**src/rtl/lock_pkg.sv**
```systemverilog
// lock_pkg -- shared definitions for the PIN entry sequencer.
//
// Holds the FSM state type and its fixed codes, the maximum PIN length,
// the widths of the digit index and tries counter, and nibble helpers.
// PIN digit 0 is the most significant nibble of a 16-bit PIN word.
package lock_pkg;

    localparam int PIN_LEN_MAX = 4;
    localparam int IDX_W       = 2;   // addresses up to PIN_LEN_MAX digits
    localparam int TRIES_W     = 2;   // MAX_TRIES is at most 3

    typedef enum logic [2:0] {
        ST_IDLE    = 3'd0,
        ST_ENTRY   = 3'd1,
        ST_CHECK   = 3'd2,
        ST_OPEN    = 3'd3,
        ST_ERROR   = 3'd4,
        ST_LOCKOUT = 3'd5,
        ST_PROG    = 3'd6
    } lock_state_t;

    // Digit idx of a PIN word (digit 0 in bits 15:12).
    function automatic logic [3:0] get_nibble(input logic [15:0] pin,
                                              input logic [IDX_W-1:0] idx);
        logic [3:0] nib;
        case (idx)
            2'd0:    nib = pin[15:12];
            2'd1:    nib = pin[11:8];
            2'd2:    nib = pin[7:4];
            default: nib = pin[3:0];
        endcase
        return nib;
    endfunction

    // PIN word with digit idx replaced by d.
    function automatic logic [15:0] set_nibble(input logic [15:0] pin,
                                               input logic [IDX_W-1:0] idx,
                                               input logic [3:0] d);
        logic [15:0] res;
        res = pin;
        case (idx)
            2'd0:    res[15:12] = d;
            2'd1:    res[11:8]  = d;
            2'd2:    res[7:4]   = d;
            default: res[3:0]   = d;
        endcase
        return res;
    endfunction

endpackage

```
**src/rtl/lock_timer.sv**
```systemverilog
// lock_timer -- lockout duration down-counter.
//
// Ports:
//   clk    in  clock, rising edge
//   reset  in  asynchronous active-high reset (counter cleared)
//   start  in  load the counter with LOCKOUT_CYC
//   done   out high during the last cycle of the lockout window
//
// After start is sampled the counter holds LOCKOUT_CYC, so done rises
// LOCKOUT_CYC-1 cycles later; a state that waits for done therefore
// lasts exactly LOCKOUT_CYC cycles.
module lock_timer #(
    parameter int LOCKOUT_CYC = 1000
) (
    input  logic clk,
    input  logic reset,
    input  logic start,
    output logic done
);

    localparam int CW = $clog2(LOCKOUT_CYC + 1);

    logic [CW-1:0] cnt;

    always_ff @(posedge clk or posedge reset) begin
        if (reset) begin
            cnt <= '0;
        end else if (start) begin
            cnt <= CW'(LOCKOUT_CYC);
        end else if (cnt != '0) begin
            cnt <= cnt - CW'(1);
        end
    end

    assign done = (cnt == CW'(1));

endmodule

```
**src/rtl/pin_entry_sequencer.sv**
```systemverilog
// pin_entry_sequencer -- PIN keypad lock sequencer.
//
// Digits arrive on 'digit' and are taken on each rising edge of 'enter'.
// After PIN_LEN digits the entry is checked: a match opens the lock, a
// mismatch shows an error, and MAX_TRIES consecutive mismatches lock the
// keypad out for LOCKOUT_CYC cycles.
//
// Ports:
//   clk         in   clock, rising edge
//   reset       in   asynchronous active-high reset
//   digit[3:0]  in   entered digit, sampled on an accepted enter edge
//   enter       in   digit strobe (level; only its rising edge counts)
//   prog        in   reprogram request in OPEN (LOCK_PIN_PROG_EN only)
//   locked      out  high except in OPEN and PROG
//   unlocked    out  high only in OPEN
//   error       out  high only in ERROR
//   lockout     out  high only in LOCKOUT
//   state[2:0]  out  current state code (debug / checker visibility)
//   tries_left  out  MAX_TRIES minus consecutive failed attempts
//
// Build option: define LOCK_PIN_PROG_EN to add the prog port, the PROG
// state and a writable PIN register. Without it the PIN is DEFAULT_PIN.
//
// Handshake: there is no valid/ready pair; an event is a cycle where
// enter is 1, enter was 0 in the previous cycle, and enter has been seen
// low at least once since reset. Events in CHECK and LOCKOUT are dropped.
module pin_entry_sequencer
    import lock_pkg::*;
#(
    parameter int          PIN_LEN     = 4,
    parameter int          MAX_TRIES   = 3,
    parameter int          LOCKOUT_CYC = 1000,
    parameter logic [15:0] DEFAULT_PIN = 16'h1234
) (
    input  logic         clk,
    input  logic         reset,
    input  logic [3:0]   digit,
`ifdef LOCK_PIN_PROG_EN
    input  logic         prog,
`endif
    input  logic         enter,
    output logic         locked,
    output logic         unlocked,
    output logic         error,
    output logic         lockout,
    output logic [2:0]   state,
    output logic [TRIES_W-1:0] tries_left
);

    localparam logic [IDX_W-1:0] LAST_IDX = IDX_W'(PIN_LEN - 1);

    lock_state_t         state_q, state_next;
    logic                enter_q;
    logic                armed;      // enter seen low since reset
    logic                ev;
    logic [IDX_W-1:0]    idx;
    logic                mismatch;
    logic [TRIES_W-1:0]  fail_cnt;
    logic [TRIES_W:0]    fail_inc;
    logic                timer_start;
    logic                timer_done;

`ifdef LOCK_PIN_PROG_EN
    logic [15:0]         pin;
    logic [15:0]         shadow;
`else
    localparam logic [15:0] pin = DEFAULT_PIN;
`endif

    // A high enter at reset release must not count until it drops.
    assign ev       = enter && !enter_q && armed;
    assign fail_inc = {1'b0, fail_cnt} + 1'b1;

    lock_timer #(
        .LOCKOUT_CYC(LOCKOUT_CYC)
    ) u_timer (
        .clk   (clk),
        .reset (reset),
        .start (timer_start),
        .done  (timer_done)
    );

    // State register
    always_ff @(posedge clk or posedge reset) begin
        if (reset) begin
            state_q <= ST_IDLE;
        end else begin
            state_q <= state_next;
        end
    end

    // Next-state logic
    always_comb begin
        state_next  = state_q;
        timer_start = 1'b0;
        case (state_q)
            ST_IDLE, ST_ENTRY: begin
                if (ev) begin
                    state_next = (idx == LAST_IDX) ? ST_CHECK : ST_ENTRY;
                end
            end
            ST_CHECK: begin
                if (!mismatch) begin
                    state_next = ST_OPEN;
                end else if (fail_inc == (TRIES_W+1)'(MAX_TRIES)) begin
                    state_next  = ST_LOCKOUT;
                    timer_start = 1'b1;
                end else begin
                    state_next = ST_ERROR;
                end
            end
            ST_OPEN: begin
                if (ev) begin
`ifdef LOCK_PIN_PROG_EN
                    state_next = prog ? ST_PROG : ST_IDLE;
`else
                    state_next = ST_IDLE;
`endif
                end
            end
            ST_ERROR: begin
                if (ev) begin
                    state_next = ST_IDLE;
                end
            end
            ST_LOCKOUT: begin
                if (timer_done) begin
                    state_next = ST_IDLE;
                end
            end
`ifdef LOCK_PIN_PROG_EN
            ST_PROG: begin
                if (ev && (idx == LAST_IDX)) begin
                    state_next = ST_OPEN;
                end
            end
`endif
            default: state_next = ST_IDLE;
        endcase
    end

    // Datapath: edge detect, digit index, mismatch flag, fail counter, PIN
    always_ff @(posedge clk or posedge reset) begin
        if (reset) begin
            enter_q  <= 1'b0;
            armed    <= 1'b0;
            idx      <= '0;
            mismatch <= 1'b0;
            fail_cnt <= '0;
`ifdef LOCK_PIN_PROG_EN
            pin      <= DEFAULT_PIN;
            shadow   <= DEFAULT_PIN;
`endif
        end else begin
            enter_q <= enter;
            if (!enter) begin
                armed <= 1'b1;
            end

            // idx is also cleared throughout OPEN so PROG starts at digit 0.
            if (state_next == ST_IDLE || state_q == ST_OPEN) begin
                idx      <= '0;
                mismatch <= 1'b0;
            end else if (ev && (state_q == ST_IDLE || state_q == ST_ENTRY)) begin
                mismatch <= mismatch | (digit != get_nibble(pin, idx));
                idx      <= idx + 1'b1;
            end
`ifdef LOCK_PIN_PROG_EN
            else if (ev && state_q == ST_PROG) begin
                shadow <= set_nibble(shadow, idx, digit);
                idx    <= idx + 1'b1;
                if (idx == LAST_IDX) begin
                    pin <= set_nibble(shadow, idx, digit);
                end
            end
`endif

            if (state_q == ST_CHECK) begin
                fail_cnt <= mismatch ? fail_inc[TRIES_W-1:0] : '0;
            end else if (state_q == ST_LOCKOUT && timer_done) begin
                fail_cnt <= '0;
            end
        end
    end

    // Output decode
    assign state      = state_q;
    assign locked     = !(state_q == ST_OPEN || state_q == ST_PROG);
    assign unlocked   = (state_q == ST_OPEN);
    assign error      = (state_q == ST_ERROR);
    assign lockout    = (state_q == ST_LOCKOUT);
    assign tries_left = TRIES_W'(MAX_TRIES) - fail_cnt;

endmodule
```
**config.mk**
```make
export PLATFORM = sky130hd
export DESIGN_NAME = pin_entry_sequencer
export DESIGN_NICKNAME = d
export VERILOG_FILES = /design/src/rtl/lock_pkg.sv /design/src/rtl/lock_timer.sv /design/src/rtl/pin_entry_sequencer.sv
export SDC_FILE = /design/constraint.sdc
export NUM_CORES = 1
export LEC_CHECK = 0
export ABC_AREA = 1
export CORE_MARGIN = 2
export CORE_UTILIZATION = 51
export CTS_BUF_LIST = sky130_fd_sc_hd__clkbuf_4
export DETAILED_ROUTE_END_ITERATION = 7
export MAX_ROUTING_LAYER = met4
export PLACE_DENSITY = 0.78
export RECOVER_POWER = 100
export REMOVE_ABC_BUFFERS = 1
export SYNTH_ARGS = -nofsm -noshare
export SYNTH_HDL_FRONTEND = slang
export SYNTH_SLANG_ARGS = --single-unit
export TNS_END_PERCENT = 1
```
**constraint.sdc**
```tcl
create_clock -name clk -period 1.3 [get_ports clk]
set_clock_uncertainty 0.1 [all_clocks]
set_input_delay 0.13 -clock clk [delete_from_list [all_inputs] [get_ports clk]]
set_output_delay 0.13 -clock clk [all_outputs]
set_load 0.03 [all_outputs]
```
Yosys cells after proc, flatten, opt, wreduce, memory -nomap -nowiden. Index checks and enable logic that the tools add are counted.

Bits in registers: 20. Output and inout port bits: 9. Word-level logic and storage cells: 64.

Add/subtract/negate cells: 4. Equal/unequal tests: 12. Multiplexer cells: 22. Bitwise logic cells: 1. Reduce and logical (&&, ||, !) cells: 18.

Operator list (count): $mux W10 (2); $mux W2 (6); $mux W3 (4); $pmux W3 S4 (1); $eq A10 B1 Y1 const B (1); $reduce_bool A10 Y1 (1); $sub A10 B1 Y10 const B (1); $eq A3 B2 Y1 const B (3); $eq A3 B3 Y1 const B (3); $pmux W3 S3 (1); $mux W4 (2); $logic_not A3 Y1 (2); $mux W1 (6); $reduce_bool A2 Y1 (3); $eq A2 B2 Y1 const B (2); $logic_and A1 B1 Y1 (4); $ne A4 B4 Y1 (1); $reduce_or A2 Y1 (2); $add A2 B1 Y3 const B (1); $eq A3 B1 Y1 const B (1); $logic_or A1 B1 Y1 (3); $add A2 B1 Y2 const B (1); $eq A2 B1 Y1 const B (1); $logic_not A1 Y1 (2); other kinds (3) (3).

Logic depth before layout (Yosys ltp). Gate-level depths: netlist (run 1).

Word-level depth: 12. Depth in mapped cells: 10.

By module. Synthesis (run 1) repeated with hierarchy kept, for this count alone.

Cell total of the unflattened synthesis: 162. Area, all modules: 1248.7 sq um.

By module, submodules not included: pin_entry_sequencer (instances 1, cells each 82, area each 628.1 sq um, sequential area each 250.2 sq um); lock_timer (instances 1, cells each 80, area each 620.6 sq um, sequential area each 250.2 sq um).

Worst setup path before layout (run 1). Ideal clock, no wire load.

Kind: reg2reg. Start point: register state_q[1], in the netlist state[1]. End point: register idx[0]. Setup time: 0.071 ns. Data arrival time: 1.647 ns. Data required time: 1.129 ns. Slack: -0.518 ns. Cell stages (with the launch flop): 9. Path buffers: 0. Period minus slack after synthesis: 1.818 ns. Cells stage by stage: dfrtp_1 > inv_2 > nor3_2 > nand2_1 > nand2_1 > nor2_2 > nand2_2 > nand2_2 > nor2_1.

Word-level cells in the longest chain between the ends: 6. Elaborated cells on any way between the ends: 18. Those cells by class: 5 x eq/ne; 5 x mux; 8 x reduce/logical.

Ends and longest elaborated chain: from (decl) (line pin_entry_sequencer.sv:52) `lock_state_t state_q, state_next;`; from (signal assigned) (line pin_entry_sequencer.sv:88) `state_q <= state_next;`; $eq A3 B2 Y1 *; named net unlocked (line pin_entry_sequencer.sv:43) `output logic unlocked,`; $reduce_or A2 Y1 (no source line); $pmux W3 S4 (line pin_entry_sequencer.sv:96) `case (state_q)`; $logic_not A3 Y1 (line pin_entry_sequencer.sv:161) `if (state_next == ST_IDLE || state_q == ST_OPEN) begin`; $logic_or A1 B1 Y1 * (line pin_entry_sequencer.sv:161); $mux W2 / $reduce_bool A2 Y1 (equally long branches); to (signal assigned) (line pin_entry_sequencer.sv:166) `idx <= idx + 1'b1;`; to (decl) (line pin_entry_sequencer.sv:56) `logic [IDX_W-1:0] idx;`.

Mark *: on every way through the listed nets, which the timed path passes. The rest lies on a longest branch. A chain may end at the register's enable or synchronous reset.

Worst setup path in the final report (run 1).
Start point: register u_timer.cnt[2]. End point: register mismatch.

Word-level cells in the longest chain between the ends: 6. Elaborated cells on any way between the ends: 7. Those cells by class: 1 x eq/ne; 3 x mux; 3 x reduce/logical.

Ends and longest elaborated chain: from (decl) (line lock_timer.sv:23) `logic [CW-1:0] cnt;`; from (signal assigned) (line lock_timer.sv:29) `cnt <= CW'(LOCKOUT_CYC);`; from (signal assigned) (line lock_timer.sv:31) `cnt <= cnt - CW'(1);`; $eq A10 B1 Y1 * (line lock_timer.sv:35) `assign done = (cnt == CW'(1));`; $mux W3 * (line pin_entry_sequencer.sv:127) `if (timer_done) begin`; $pmux W3 S4 * (line pin_entry_sequencer.sv:96); $logic_not A3 Y1 * (line pin_entry_sequencer.sv:161); $logic_or A1 B1 Y1 * (line pin_entry_sequencer.sv:161); $mux W1 / $reduce_bool A2 Y1 (equally long branches); to (signal assigned) (line pin_entry_sequencer.sv:165) `mismatch <= mismatch | (digit != get_nibble(pin, idx));`; to (decl) (line pin_entry_sequencer.sv:57) `logic mismatch;`.

Mark *: on every way between the ends. The rest lies on a longest branch, timed or not.

==> reports/qor_table.md, run 1 <==
| Quantity | Value | Unit |
|:---|:---|:---|
| Required time of the worst setup path | 1.41 | ns |
| Portion of the post-synthesis area used by sequential elements | 40.57 | % |
| CP Max Fanout | 3 | - |
| Relative max-transition margin | 65.51 | % |
| Count leader, synth | sky130_fd_sc_hd__inv_1 | - |
| Clock tree from TritonCTS | done | - |
| Global-route wire length before repair | 5.023 | mm |
| Signal arrival time at the worst endpoint | 1.74 | ns |
| Cell type of the slowest stage on the worst timing path | sky130_fd_sc_hd__dfrtp_1 | - |
| Crit path time final | 1.629 | ns |
| Post-synthesis sequential element count | 20 | - |
| Main area contributors after synthesis | sky130_fd_sc_hd__dfrtp_1 41%, sky130_fd_sc_hd__inv_1 8.2%, sky130_fd_sc_hd__ha_1 7.1% | - |
| WS Path Type | reg -> reg | - |
| Cells traversed along the worst timing path | nor2_2, nand3_2, o21bai_4, nand2_2, nor2_4, nand2_2, nand2_4, nor2_2 | - |
| Setup repair after global routing missed its margin | yes | - |
| Largest net degree at the start of global routing | 21 | - |
| Mean Syn Cell Area | 7.908 | um2 |
| Number of failing setup endpoints in the final timing report | 21 | - |
| Count of yosys warnings during synthesis | 0 | - |
| Nets | 233 | - |
| Vertical extent of the die | 53.19 | um |
| Worst Hold Class | in -> async | - |
| Worst path setup slack after routing | -0.3293 | ns |
| Number of antenna-violating nets in the routed design | 0 | - |
| Setup_tns | -4.176 | ns |
| Endpoint kind of the worst setup timing path | flop | - |
| Hold violation count in the final report | 0 | - |
| Result of the run | complete, but fails checks | - |
| CORE AREA | 2255 | um2 |
| Cell taking the most area after synthesis | sky130_fd_sc_hd__dfrtp_1 | - |
| Power Dens Cells | 2012 | nW/um2 |
| Clock-pin slew on the worst setup and hold paths | 0.11 | ns |
| Buffers on Ports | 15 | - |
| Post-Synthesis Cells | 156 | - |
| Leak Pwr | 0.9671 | nW |
| Vias in the first global route | 1237 | - |
| Vias per Instance | 5.269 | - |
| Die footprint | 2829 | um2 |
| First-iteration detailed-routing DRC count | 36 | - |
| Clk sinks | 20 | - |
| DR DRC count | 0 | - |
| Count of TritonRoute iterations in the first routing pass | 4 | - |
| Count of flip-flops with a built-in enable after synthesis | 0 | - |
| Placed wire-length estimate | 2.142 | mm |
| Fraction of final layout cells with drive strength greater than 1 | 50.23 | % |
| Category of the worst setup path launch point | flop | - |
| Routed vias | 1291 | - |
| Max Root-Sink Buffers | 2 | - |
| Initial core utilization | 54.72 | % |
| Row count | 17 | - |
| Width of the die | 53.19 | um |
| Worst-Margin Slew | 0.5174 | ns |
| Remaining Overflow, GRT | 0 | - |
| Top cell family by delay on the critical path | simple AND/OR/NAND/NOR gates | - |
| Portion of synthesized cell area occupied by the leading cell type | 40.57 | % |
| Clock latency on the worst-skew pair | 0.31 | ns |
| Routed len/inst | 16.34 | um |
| I/O pins | 16 | - |
| Initial antenna violation count | 0 | - |
| Failing checks | negative setup slack | - |
| Post-synth top flop | sky130_fd_sc_hd__dfrtp_1 | - |
| Placed cell count | 228 | - |
| Area growth from synthesis to final layout | 55.17 | % |
| Pre-CTS setup slack | -0.3280 | ns |
| Post-Layout Cell Count | 245 | - |
| Hold buffers post-CTS | 0 | - |
| Total Wirelength | 4.004 | mm |
| Post-synthesis cell area | 1234 | um2 |
| Root Buffer Master | sky130_fd_sc_hd__clkbuf_4 | - |
| Diode count | 0 | - |
| Top cells by instance count after synthesis | 27 x sky130_fd_sc_hd__inv_1, 22 x sky130_fd_sc_hd__nor2_1, 20 x sky130_fd_sc_hd__dfrtp_1 | - |
| Fmax | 613.8 | MHz |
| Final weighted congestion of routability-driven global placement | 0.8158 | - |
| Worst path bufs/invs | 0 | - |
| Num CTS Buffers | 3 | - |
| Period utilisation layout | 125.3 | % |
| Number of max-capacitance violations reported | 0 | - |
| Global router's overall resource usage | 25.86 | % |
| Max stage delay on crit path | 0.45 | ns |
| Yosys cell types | 23 | - |
| Post-synth ARST share | 100.0 | % |
| Worst voltage drop across the vdd grid | 1596 | uV |
| Depth of the CTS H-tree | 1 | - |
| Slew Limit Fails | 0 | - |
-- area by class of cell --
| class | count | area, um2 |
|---|---|---|
| well taps | 28 | 35.03 |
| multi-input cells | 103 | 755.7 |
| clock buffers | 3 | 22.52 |
| inverters | 33 | 123.9 |
| fillers | 111 | 340.3 |
| repair buffers | 58 | 475.5 |
| flip-flops and latches | 20 | 501.7 |
-- through the flow --
step                      hold slack [ns]  utilization [%]  power [W]  area [um2]
after floorplan                 -0.006170                -   0.002109        1234
after global placement             0.3708            71.59   0.002788        1614
after detailed placement           0.3734            71.59   0.002892        1614
after CTS                         0.02859            79.41   0.003467        1790
after global routing               0.2960            84.91   0.004104        1914
final                              0.2575            84.91   0.003851        1914
-- cell families (layout without fill, tap and decap cells) --
group           Yosys count  after routing  share of synthesized area (%)
xor+xnor                  9              9                          6.389
simple gates             70             70                          28.19
compound gates           17             17                          7.708
fa+ha+maj                 7              7                          7.099
buf+inv                  33             94                          10.04
flops                    20             20                          40.57
-- sequential cells by signal, summed over array words and instances, names as in the netlist --
name	count
fail_cnt	2
state	3
armed	1
mismatch	1
u_timer.cnt	10
enter_q	1
idx	2
-- timing repair --
action,in CTS,in global routing
setup endpoints to repair,21,24
resized for setup,23,27
setup buffers,9,5
gates cloned,0,0
pin swaps,4,17
-- final timing paths --
| kind | depth (start not counted) | to | slack [ns] | start |
|---|---|---|---|---|
| setup / recovery | 8 | mismatch$_DFFE_PP0P_ | -0.33 | u_timer.cnt[2]$_DFFE_PP0P_ |
| hold / removal | 3 | u_timer.cnt[0]$_DFFE_PP0P_ | 0.26 | reset |
| setup reg to reg | 8 | mismatch$_DFFE_PP0P_ | -0.33 | u_timer.cnt[2]$_DFFE_PP0P_ |
| hold reg to reg | 2 | armed$_DFFE_PP0N_ | 0.48 | armed$_DFFE_PP0N_ |
| max in group asynchronous | 3 | state[2]$_DFF_PP0_ | 0.47 | reset |
| min in group clk | 2 | armed$_DFFE_PP0N_ | 0.48 | armed$_DFFE_PP0N_ |
-- power by group --
group	total, W	switching [W]	leakage, nW	internal (W)
Clock	0.000302	0.000193	0.0138	0.000109
Sequential	0.00105	0.000190	0.245	0.000859
Combinational	0.00250	0.00133	0.708	0.00117
-- worst min-delay path, stage by stage --
cell and delay, ns:
sky130_fd_sc_hd__dlygate4sd3_1 0.53, sky130_fd_sc_hd__inv_1 0.05, sky130_fd_sc_hd__clkbuf_2 0.42
-- cells in the final DEF (no fill, tap or decap), types with 2 or more instances in the layout --
master                            instances
sky130_fd_sc_hd__nand2_1                 14
sky130_fd_sc_hd__nand2_4                  3
sky130_fd_sc_hd__nor3_2                   2
sky130_fd_sc_hd__clkdlybuf4s50_1          4
sky130_fd_sc_hd__buf_6                    8
sky130_fd_sc_hd__inv_1                   20
sky130_fd_sc_hd__ha_4                     3
sky130_fd_sc_hd__ha_1                     2
sky130_fd_sc_hd__inv_2                   13
sky130_fd_sc_hd__dlygate4sd3_1            2
sky130_fd_sc_hd__a21oi_2                  2
sky130_fd_sc_hd__a21oi_1                  2
sky130_fd_sc_hd__clkbuf_4                 4
sky130_fd_sc_hd__dfrtp_1                 19
sky130_fd_sc_hd__o21ai_1                  8
sky130_fd_sc_hd__nand3_1                  9
sky130_fd_sc_hd__o21ai_0                  2
sky130_fd_sc_hd__clkbuf_2                 2
sky130_fd_sc_hd__nand2_2                  7
sky130_fd_sc_hd__nor2_4                   5
sky130_fd_sc_hd__nand3_2                  3
sky130_fd_sc_hd__xnor2_1                  5
sky130_fd_sc_hd__buf_4                   41
sky130_fd_sc_hd__nor2_1                  14
sky130_fd_sc_hd__xor2_1                   4
sky130_fd_sc_hd__nor2_2                  10
sky130_fd_sc_hd__ha_2                     2
-- per-layer routing --
| layer | up-vias | GRT usage (%) | share of wire (%) |
|---|---|---|---|
| met5 | - | - | 0 |
| met4 | 0 | 10.68 | 3.2 |
| met3 | 12 | 6.215 | 3.4 |
| met2 | 42 | 48.96 | 53 |
| met1 | 629 | 24.82 | 40 |
| li1 | 608 | - | - |
No activity file was read; power rests on OpenSTA's default activity.
==> run 2: changes to the inputs <==
- CORE_UTILIZATION: 51 -> 38
- PLACE_DENSITY: 0.78 -> default
==> run 2 against run 1 <==
The flow still finishes with violations (negative setup slack). Design area down 0.39%. Clock power down 6.6%. Hold slack better by 0.021 ns. Combinational power shrank 12%. Via count is 9.1% lower. Die area increased by 31%. Global-route usage is 8.8 points lower. Critical path depth down 3. Highest routed layer unchanged.
==> reports/qor_table.md, run 2 (synthesized netlist as in run 1, its figures left out) <==
| Quantity | Value | Unit | Change |
|:---|:---|:---|:---|
| Result of the run | complete, but fails checks | - |  |
| Failing checks | negative setup slack | - |  |
| Worst R2R Start | idx[0]$_DFFE_PP0P_ | - |  |
| Worst path setup slack after routing | -0.2000 | ns | +0.1293 ns |
| Endpoint kind of the worst setup timing path | output pin | - |  |
| Signal arrival time at the worst endpoint | 1.27 | ns | -0.47 ns |
| Clock-pin slew on the worst setup and hold paths | 0.11 | ns | about the same |
| Diode count | 0 | - | unchanged |
| Total Wirelength | 2.800 | mm | -30% |
| Depth of the CTS H-tree | 1 | - | unchanged |
| Max Root-Sink Buffers | 2 | - | unchanged |
| Final weighted congestion of routability-driven global placement | 0.8363 | - | +2.5% |
| Root Buffer Master | sky130_fd_sc_hd__clkbuf_4 | - |  |
| Largest net degree at the start of global routing | 21 | - | unchanged |
| Buffers on Ports | 15 | - | unchanged |
| First-iteration detailed-routing DRC count | 36 | - | unchanged |
| Die footprint | 3719 | um2 | +31% |
| Initial antenna violation count | 0 | - | unchanged |
| Routed len/inst | 10.77 | um | -34% |
| Area after detailed placement | 1649 | um2 | +2.2% |
| Largest register FFs | 10 | - | unchanged |
| Fmax | 666.7 | MHz | +8.6% |
| Commonest non-fill, non-tap cell in the layout | sky130_fd_sc_hd__buf_4 | - |  |
| Vertical extent of the die | 60.98 | um | +15% |
| Vias in the first global route | 1169 | - | -5.5% |
| Crit path time final | 1.500 | ns | -0.1293 ns |
| Remaining Overflow, GRT | 0 | - | unchanged |
| Area growth from synthesis to final layout | 54.56 | % |  |
| WS Path Type | reg -> out | - |  |
| Hold violation count in the final report | 0 | - | unchanged |
| Clock latency on the worst-skew pair | 0.29 | ns | -0.02 ns |
| Global router's overall resource usage | 17.07 | % | -8.8 points |
| Relative max-transition margin | 66.01 | % | +0.50 points |
| Hold buffers post-CTS | 0 | - | unchanged |
| Width of the die | 60.98 | um | +15% |
| Worst Hold Class | in -> async | - |  |
| Slew Limit Fails | 0 | - | unchanged |
| Category of the worst setup path launch point | flop | - |  |
| Initial core utilization | 40.08 | % | -15 points |
| CP Max Fanout | 3 | - | unchanged |
| Leak Pwr | 0.9571 | nW | -1.0% |
| Clk sinks | 20 | - | unchanged |
| Count of TritonRoute iterations in the first routing pass | 4 | - | unchanged |
| Number of max-capacitance violations reported | 0 | - | unchanged |
| Worst voltage drop across the vdd grid | 969.0 | uV | -39% |
| CORE AREA | 3078 | um2 | +37% |
| Vias per Instance | 4.512 | - | -14% |
| Most frequent cells in the layout | 38 x sky130_fd_sc_hd__buf_4, 19 x sky130_fd_sc_hd__inv_1, 19 x sky130_fd_sc_hd__dfrtp_1 | - |  |
| Required time of the worst setup path | 1.07 | ns | -0.34 ns |
| Cell area after layout | 1907 | um2 | -0.39% |
| Period utilisation layout | 115.4 | % | -9.9 points |
| Post-Layout Cell Count | 260 | - | +6.1% |
| Worst-Margin Slew | 0.5099 | ns | -0.007446 ns |
| Number of antenna-violating nets in the routed design | 0 | - | unchanged |
| Placed wire-length estimate | 2.000 | mm | -6.6% |
| Power Dens Cells | 1845 | nW/um2 | -8.3% |
| Global-route wire length before repair | 4.664 | mm | -7.1% |
| Power, Total | 0.003519 | W | -8.6% |
| Row count | 20 | - | +3 |
| Num CTS Buffers | 3 | - | unchanged |
| Setup repair after global routing missed its margin | yes | - |  |
| Fraction of final layout cells with drive strength greater than 1 | 47.22 | % | -3.0 points |
| DR DRC count | 0 | - | unchanged |
| Clock tree from TritonCTS | done | - |  |
| Reg with most FFs | u_timer.cnt | - |  |
| Routed vias | 1173 | - | -9.1% |
| I/O pins | 16 | - | unchanged |
| Number of failing setup endpoints in the final timing report | 21 | - | unchanged |
| Critical path origin | state[0]$_DFF_PP0_ | - |  |
| Nets | 232 | - | -0.43% |
| Placed cell count | 246 | - | +7.9% |
-- run 2: power by group --
part	total, W	internal (W)	switching [W]
Clock	0.000282	0.000108	0.000174
Combinational	0.00219	0.00109	0.00109
Sequential	0.00105	0.000859	0.000193
Total	0.00352	0.00206	0.00146
-- run 2: cell type report --
cell class,instances,area (um2)
Clock buffer,3,22.52
Tap cell,44,55.05
Timing Repair Buffer,57,476.7
Fill cell,263,1171
Sequential cell,20,501.7
Multi-Input combinational cell,103,721.9
Inverter,33,128.9
-- run 2: critical path, cell delays in order, from the launching register on --
cell	delay (ns)
sky130_fd_sc_hd__dfrtp_1	0.40
sky130_fd_sc_hd__inv_2	0.07
sky130_fd_sc_hd__nor3_4	0.21
sky130_fd_sc_hd__buf_6	0.13
sky130_fd_sc_hd__a21oi_2	0.03
sky130_fd_sc_hd__buf_6	0.13
-- run 2: worst paths after layout --
kind | endpoint | slack, ns | depth (start not counted)
max in group asynchronous | state[2]$_DFF_PP0_ | 0.46 | 3
min in group clk | mismatch$_DFFE_PP0P_ | 0.42 | 2
hold / removal | enter_q$_DFF_PP0_ | 0.28 | 3
setup / recovery | locked | -0.20 | 5
hold reg to reg | mismatch$_DFFE_PP0P_ | 0.42 | 2
setup reg to reg | mismatch$_DFFE_PP0P_ | -0.19 | 9
-- run 2: repair_timing --
item	4_1_cts	5_1_grt
pin swaps	7	13
gates resized for setup	22	21
endpoints found under the setup margin	21	23
buffers inserted	6	5
-- run 2: metrics by stage --
step | utilization [%] | setup slack [ns] | TNS, ns | hold WS (ns)
final | 61.95 | -0.2000 | -2.982 | 0.2787
after global routing | 61.95 | -0.2865 | -4.805 | 0.3644
after CTS | 58.70 | -0.2102 | -2.998 | 0.05644
after detailed placement | 53.58 | -0.3166 | -2.708 | 0.3892
after global placement | 53.58 | -0.2706 | -2.093 | 0.3790
after floorplan | - | -0.5184 | -4.037 | -0.006170
-- run 2: metal layers --
layer  track usage [%]  share of wire [%]  vias up
met5                 -                  0        -
met4             3.727               0.89        0
met3             1.919                1.9        4
met2             32.72                 56       13
met1             18.68                 41      552
li1                  -                  -      604
